$ cat src/rtl/seq_multiplier_pkg.sv
// Shared definitions for the sequential shift-add multiplier.
package seq_multiplier_pkg;

    localparam int DEFAULT_WIDTH = 64;

    typedef enum logic [1:0] {
        IDLE   = 2'd0,
        CALC   = 2'd1,
        FINISH = 2'd2
    } state_t;

endpackage

$ cat src/rtl/seq_multiplier.sv
// Radix-2 sequential multiplier, signed or unsigned, fixed WIDTH+1 cycle latency.
// Works on magnitudes and applies the result sign once at the end, so the
// most negative operand needs no special casing (its magnitude fits WIDTH bits).
module seq_multiplier
    import seq_multiplier_pkg::*;
#(
    parameter int WIDTH = DEFAULT_WIDTH
) (
    input  logic                 clk,
    input  logic                 rst,
    input  logic                 start,
    input  logic                 signed_mode,
    input  logic [WIDTH-1:0]     a_in,
    input  logic [WIDTH-1:0]     b_in,
    output logic                 busy,
    output logic                 done,
    output logic [2*WIDTH-1:0]   prod
);

    localparam int CW = $clog2(WIDTH) + 1;

    state_t               state;
    logic [WIDTH-1:0]     a_mag;
    logic [2*WIDTH-1:0]   acc;      // upper half: partial sum, lower half: remaining multiplier bits
    logic                 neg;
    logic [CW-1:0]        cnt;

    logic [WIDTH-1:0]     a_abs, b_abs;
    logic [WIDTH:0]       sum;
    logic [2*WIDTH-1:0]   acc_step, prod_next;

    // Operand magnitudes, one shift-add step, and the signed final value
    always_comb begin
        a_abs     = (signed_mode && a_in[WIDTH-1]) ? (~a_in + 1'b1) : a_in;
        b_abs     = (signed_mode && b_in[WIDTH-1]) ? (~b_in + 1'b1) : b_in;
        sum       = {1'b0, acc[2*WIDTH-1:WIDTH]} + ({1'b0, a_mag} & {(WIDTH+1){acc[0]}});
        acc_step  = {sum, acc[WIDTH-1:1]};
        // Negating zero yields zero, so no negative-zero artefact can appear
        prod_next = neg ? (~acc_step + 1'b1) : acc_step;
    end

    // Control FSM with registered busy/done/prod
    always_ff @(posedge clk) begin
        if (rst) begin
            state <= IDLE;
            busy  <= 1'b0;
            done  <= 1'b0;
            prod  <= '0;
            acc   <= '0;
            cnt   <= '0;
            a_mag <= '0;
            neg   <= 1'b0;
        end else begin
            done <= 1'b0;
            case (state)
                IDLE: begin
                    if (start) begin
                        a_mag <= a_abs;
                        acc   <= {{WIDTH{1'b0}}, b_abs};
                        neg   <= signed_mode & (a_in[WIDTH-1] ^ b_in[WIDTH-1]);
                        cnt   <= '0;
                        busy  <= 1'b1;
                        state <= CALC;
                    end
                end
                CALC: begin
                    acc <= acc_step;
                    cnt <= cnt + 1'b1;
                    // Last step: publish the result so it is visible during FINISH
                    if (cnt == CW'(WIDTH - 1)) begin
                        prod  <= prod_next;
                        done  <= 1'b1;
                        state <= FINISH;
                    end
                end
                FINISH: begin
                    busy  <= 1'b0;
                    state <= IDLE;
                end
                default: begin
                    busy  <= 1'b0;
                    state <= IDLE;
                end
            endcase
        end
    end

endmodule

$ cat config.mk
export PLATFORM = sky130hd
export DESIGN_NAME = seq_multiplier
export DESIGN_NICKNAME = d
export VERILOG_FILES = /design/src/rtl/seq_multiplier_pkg.sv /design/src/rtl/seq_multiplier.sv
export SDC_FILE = /design/constraint.sdc
export NUM_CORES = 1
export LEC_CHECK = 0
export CORE_MARGIN = 5
export CORE_UTILIZATION = 59
export DETAILED_ROUTE_END_ITERATION = 7
export DONT_BUFFER_PORTS = 1
export PLACE_DENSITY = 0.86
export SLEW_MARGIN = 15
export SYNTH_ARGS = -nofsm -noshare
export SYNTH_HDL_FRONTEND = slang
export SYNTH_SLANG_ARGS = --single-unit
$ cat constraint.sdc
create_clock -name clk -period 4.5 [get_ports clk]
set_input_delay 0.9 -clock clk [delete_from_list [all_inputs] [get_ports clk]]
set_output_delay 0.9 -clock clk [all_outputs]
set_load 0.05 [all_outputs]
==> results.toml, run 1 <==
[outcome]
status = "finished with violations"
violations = "negative setup slack"

[grt]
gr-total-overflow = 0
grt_pass1_wl_mm = 130.3
grt_pass1_vias = 23090
grt_max_degree = 328
antenna_found_initial = 0
grt_use_total = 0.3927

[floorplan]
ios = 262
initial_core_util = 0.5942
die_x_um = 204.3
design.core.area_um2 = 37490
die_h_um = 204.3
dieArea_um2 = 41740
rows = 71

[setup_path]
start_kind = "flop"
path_cells = "buf_12 > and2_1 > ha_4 > a21oi_2 > buf_4 > o211ai_1 > buf_4 > a22o_4 > or3_1 > a32oi_1 > buf_4 > nand4_1 > buf_6 > nor2_4 > nand4_1 > or4_4 > o31ai_4 > xor2_1 > a22o_1"
max_stage_delay_ns = 0.57
crit_required_ns = 4.97
path_max_fanout = 6
critPathKind = "reg -> reg"
arrival_ns = 5.12
worst_path_max_delay_cell = "or4_4"
cp_common_cell = "buf_4"
crit_path_end_kind = "flop"
ff2ff_setup_slack_ns = -0.16

[clocking]
cts_max_path_buffers = 3
clk_pin_slew_ns = 0.06
cts_tree = "yes"
cts-htree-levels = 2
cts-root-buf = "clkbuf_16"
clkSinkCount = 332
numCtsBuffers = 37
clk_latency_ns = 0.58

[timing]
relSlewSlack = 0.2718
period_needed_ns = 4.655
hold_viol_final = 0
setup_ws_ns = -0.1554
whs_ns = 0.4157
timing.final.max_slew_violations = 0
worst_pin_slew_ns = 1.092
finalCritPeriodShare = 1.035
fmax_mhz = 214.8
rsz0062_at_grt = "yes"
finalSetupViolCount = 13
finalClockSkew_ns = 0.01237

[placement]
hpwl_mm = 64.88
port_buffers = 0
dpl_cell_area_um2 = 24880
gp_congestion = 0.9719

[detailed_routing]
wl_per_cell_um = 23.50
m1WireLength_mm = 32.31
drtIter0Drc = 2271
met2_length_mm = 41.72
final_antenna_net_count = 0
drc = 0
vias = 23980
first_pass_iters = 6
met3WireLength_mm = 6.254
dr.max_layer_used = "met4"
routed_wl_mm = 86.46
vias_per_cell = 6.517

[final_layout]
layout-drive-gt1-share = 0.2064
insertedDiodeCount = 0
mostFrequentLayoutCells = "buf_4, dfxtp_1, nor2_1"
fin_nets = 3343
fin_area_um2 = 27420
areaGrowthSynthToFinish_pct = 23.07
final_common_cell = "buf_4"

[yosys]
syn_nets = 3134
synth_top_cell_area_share = 0.2984
syn_inst = 2933
synthFlopType = "dfxtp_1"
synth_edf_count = 0
synth_warnings = 0
synth_cell_type_count = 96
async_reset_ff_frac = 0
synth_area_leader_cell = "dfxtp_1"
yosysSeqAreaShare = 0.2984
syn_area_per_cell_um2 = 7.595
ys_seq_elements = 332
netlist_top_cells_area = "dfxtp_1, xor2_1, a21oi_1, nor2_1, a211oi_1"
syn_area_um2 = 22280

[job]
max_cap_viol_count = 0

[pwr]
power_density_nw_per_um2 = 280.9
leakagePower_nw = 10.15
vdd_ir_drop_max_mv = 0.3182

[worst_hold_path]
min_path_type = "in -> reg"
## synthesized netlist by cell type (5+ instances only)
master    number
o21a_1        15
dfxtp_1      332
o41ai_1       34
nor4_1        33
nand3b_1       6
a31oi_1       27
ha_1          68
o31ai_1       58
and4_1         6
o21ai_0      126
buf_2         17
a211oi_1     169
xnor2_1      116
inv_1         33
o21bai_1       8
a21oi_1      258
and3_1        12
nor2b_1        5
a21o_1        24
or4_1         25
nor2_1       342
or3_1         42
nor3_1        49
or2_2         11
and2_1        84
buf_1         12
clkbuf_1     174
xor2_1       168
o21ai_1       13
a221oi_1      10
nand3_1       98
a22oi_1       63
mux2i_1       10
a21boi_0       6
o211ai_1       8
nand4_1       46
a311oi_1       9
a211oi_2       5
nand2_1      302
nand2b_1      12
## state kept, by name, indices dropped and copies added (netlist names)
signal	count
a_mag	64
acc	128
busy	1
cnt	7
done	1
neg	1
prod	128
state	2
## final cells by class
class / count / area, um^2
multi-input combinational: 2362 / 15730
sequential: 332 / 6654
clock buffer: 51 / 1070
inverter: 33 / 123.9
clock inverter: 15 / 214.0
fill: 2864 / 10070
timing repair buffer: 376 / 2988
tap: 511 / 639.4
## cells by family (layout without fill, tap and decap cells)
kind of cell	count (synthesis)	after routing	synth area share
simple gates	1109	1109	0.2393
compound gates	885	885	0.2625
flops	332	332	0.2984
xor+xnor	285	285	0.1124
buf+inv	239	475	0.04179
fa+ha+maj	69	69	0.03909
mux	14	14	0.006515
## power breakdown
| part | internal (W) | total (W) | switching [W] |
|---|---|---|---|
| Sequential | 0.00305 | 0.00317 | 0.000127 |
| Clock | 0.00191 | 0.00323 | 0.00132 |
| Combinational | 0.000535 | 0.00130 | 0.000760 |
## per-layer routing
| metal | vias up | track usage |
|---|---|---|
| li1 | 11090 | - |
| met1 | 11440 | 0.4625 |
| met2 | 1159 | 0.6703 |
| met3 | 296 | 0.06236 |
| met4 | 0 | 0.2412 |
| met5 | - | 0 |
## metrics by stage
stage	TNS, ns	util	power (W)	cells	setup slack, ns
2_1_floorplan	0	-	0.004001	2933	0.05944
3_3_place_gp	-7.497	0.6637	0.004359	3591	-0.4455
3_5_place_dp	-10.30	0.6637	0.004392	3591	-0.5630
4_1_cts	-0.01113	0.7082	0.007617	3666	-0.01113
5_1_grt	-2.644	0.7313	0.007950	3680	-0.2600
6_report	-0.6060	0.7313	0.007700	3680	-0.1554
## timing repair
item | 4_1_cts | 5_1_grt
gates cloned | 1 | 2
pin swaps | 19 | 39
setup buffers | 8 | 12
setup endpoints to repair | 34 | 33
hold buffers | 0 | 0
gates resized for setup | 56 | 152
## final timing paths
check                         start                     end  cells past startpoint
max             acc[0]$_SDFFE_PP0P_  prod[125]$_SDFFE_PP0P_                     19
min                             rst    prod[0]$_SDFFE_PP0P_                      1
max reg2reg     acc[0]$_SDFFE_PP0P_  prod[125]$_SDFFE_PP0P_                     19
min reg2reg  a_mag[18]$_SDFFE_PP0P_  a_mag[18]$_SDFFE_PP0P_                      2
## worst max-delay path: cells and delay by family (launching register included)
family,cells,cell delay (ns)
flip-flops,1,0.47
adder cells (fa/ha/maj),1,0.22
AND/OR/NAND/NOR,6,1.66
buffers and inverters,5,0.86
XOR/XNOR,1,0.11
AO/OA/AOI/OAI,6,1.20
Power figures use the tool's default switching activity.
==> run 2, diff against run 1 <==
CTS_CLUSTER_SIZE = 40   (was default)
==> run 2 against run 1 <==
Combinational power about the same. Count of clock-buffer cells in the layout shrank 1. The flow still finishes with violations (negative setup slack). Largest cell class unchanged. Register-to-register slack better by 0.06 ns. Via count about the same.
==> results.toml, run 2 (same netlist as run 1, synthesis figures left out) <==
[job]
max_cap_viol_count = 0

[worst_hold_path]
min_path_type = "in -> reg"
hold_start = "rst"
hold_depth = 1
holdPathEnd = "prod[0]$_SDFFE_PP0P_"

[final_layout]
areaGrowthSynthToFinish_pct = 23.48
insertedDiodeCount = 0
mostFrequentLayoutCells = "buf_4, nor2_1, dfxtp_1"
fillerInstances = 2858
reg_top3 = "acc: 128 flops, prod: 128 flops, a_mag: 64 flops"
finalNonFillerCells = 3687
fin_nets = 3350
final_common_cell = "buf_4"
utilization = 0.7338
layout-drive-gt1-share = 0.2040

[timing]
finalClockSkew_ns = 0.01913
relSlewSlack = 0.2695
setup_ws_ns = -0.09478
finalCritPeriodShare = 1.021
hold_viol_final = 0
period_needed_ns = 4.595
finalSetupViolCount = 7
worst_pin_slew_ns = 1.096
fmax_mhz = 217.6
rsz0062_at_grt = "yes"
timing.final.max_slew_violations = 0
tns_ns = -0.3611

[floorplan]
rows = 71
initial_core_util = 0.5942
die_x_um = 204.3
ios = 262
die_h_um = 204.3
design.core.area_um2 = 37490
dieArea_um2 = 41740

[grt]
grt_pass1_vias = 23080
grt_max_degree = 328
antenna_found_initial = 0
grt_pass1_wl_mm = 130.1
grt_use_total = 0.3922
gr-total-overflow = 0

[pwr]
leakagePower_nw = 10.21
vdd_ir_drop_max_mv = 0.3172
p_total_w = 0.007754
power_density_nw_per_um2 = 281.9

[setup_path]
reg2reg_from = "acc[0]$_SDFFE_PP0P_"
crit_required_ns = 4.98
start_kind = "flop"
cp_top_family = "simple AND/OR/NAND/NOR gates"
r2r_end = "prod[125]$_SDFFE_PP0P_"
reg2reg_depth = 18
critPathKind = "reg -> reg"
arrival_ns = 5.08
worst_path_max_delay_cell = "or4_4"
timing.critical_path.buf_inv = 4
path_cells = "buf_12 > and2_4 > ha_4 > o211ai_1 > o211ai_1 > buf_4 > a22o_4 > or3_4 > a32oi_1 > buf_4 > nand4_1 > buf_4 > nor2_4 > nand4_1 > or4_4 > o31ai_4 > xor2_1 > a22o_1"
max_stage_delay_ns = 0.65
crit_cells = 18
crit_path_end_kind = "flop"
path_max_fanout = 7
cp_common_cell = "buf_4"
ff2ff_setup_slack_ns = -0.09

[clocking]
clkSinkCount = 332
numCtsBuffers = 37
clk_pin_slew_ns = 0.06
cts_tree = "yes"
cts_max_path_buffers = 3
cts-root-buf = "clkbuf_16"
cts-htree-levels = 2
clk_latency_ns = 0.59

[placement]
dpl.cell_count = 3591
hpwl_mm = 64.88
gp_congestion = 0.9719
dp_slack_ns = -0.5630
port_buffers = 0

[outcome]
status = "finished with violations"
violations = "negative setup slack"

[detailed_routing]
vias_per_cell = 6.504
m1WireLength_mm = 32.22
met3WireLength_mm = 6.277
drc = 0
drtIter0Drc = 2541
vias = 23980
final_antenna_net_count = 0
first_pass_iters = 7
routed_wl_mm = 86.39
wl_per_cell_um = 23.43
met2_length_mm = 41.17
dr.max_layer_used = "met4"
[run 2: changes by cell type in the layout (fill, tap and decap cells not counted), sizes merged]
cell,delta
buf,+6
bufinv,+1
clkinvlp,-1
clkinv,+1
[run 2: per-layer routing]
| metal | up-vias | track usage |
|---|---|---|
| li1 | 11110 | - |
| met1 | 11400 | 0.4604 |
| met2 | 1141 | 0.6670 |
| met3 | 336 | 0.06569 |
| met4 | 0 | 0.2443 |
| met5 | - | 0 |
[run 2: power breakdown]
part	internal [W]	switching, W	leakage [nW]
combinational	0.000534	0.000758	6.87
clock	0.00194	0.00135	0.641
sequential	0.00305	0.000128	2.70
total	0.00552	0.00223	10.2
[run 2: worst max path at each step]
stage                             start                endpoint  slack (ns)
floorplan           acc[0]$_SDFFE_PP0P_  prod[118]$_SDFFE_PP0P_        0.06
global placement    acc[0]$_SDFFE_PP0P_  prod[126]$_SDFFE_PP0P_       -0.45
detailed placement  acc[0]$_SDFFE_PP0P_  prod[114]$_SDFFE_PP0P_       -0.56
CTS                 acc[0]$_SDFFE_PP0P_  prod[114]$_SDFFE_PP0P_       -0.03
global route        acc[0]$_SDFFE_PP0P_  prod[108]$_SDFFE_PP0P_       -0.18
finish              acc[0]$_SDFFE_PP0P_  prod[125]$_SDFFE_PP0P_       -0.09
[run 2: final cells by class]
type | instances | area, um^2 | area share
inverters | 33 | 123.9 | 0.004503
well taps | 511 | 639.4 | 0.02324
multi-input cells | 2362 | 15720 | 0.5713
clock inverters | 16 | 266.5 | 0.009688
repair buffers | 383 | 3063 | 0.1113
flip-flops and latches | 332 | 6654 | 0.2419
clock buffers | 50 | 1045 | 0.03798
[run 2: worst register-to-register path, stage by stage (launching register included)]
cell      delay, ns
dfxtp_4        0.46
buf_12         0.16
and2_4         0.16
ha_4           0.20
o211ai_1       0.23
o211ai_1       0.25
buf_4          0.22
a22o_4         0.25
or3_4          0.33
a32oi_1        0.17
buf_4          0.14
nand4_1        0.19
buf_4          0.22
nor2_4         0.10
nand4_1        0.28
or4_4          0.65
o31ai_4        0.20
xor2_1         0.10
a22o_1         0.19
[run 2: repair_timing]
action,in CTS,in global routing
pin swaps,14,52
endpoints found under the hold margin,0,0
setup buffers,6,20
setup endpoints to repair,34,36
cloned,1,3
hold buffers,0,0
gates resized for setup,39,161
[run 2: per-stage QoR]
stage / area, um^2 / hold WS (ns)
final: 27510 / 0.3979
after floorplan: 22280 / 0.4273
after CTS: 26460 / 0.3762
after detailed placement: 24880 / 0.4485
after global routing: 27510 / 0.3874
after global placement: 24880 / 0.4402
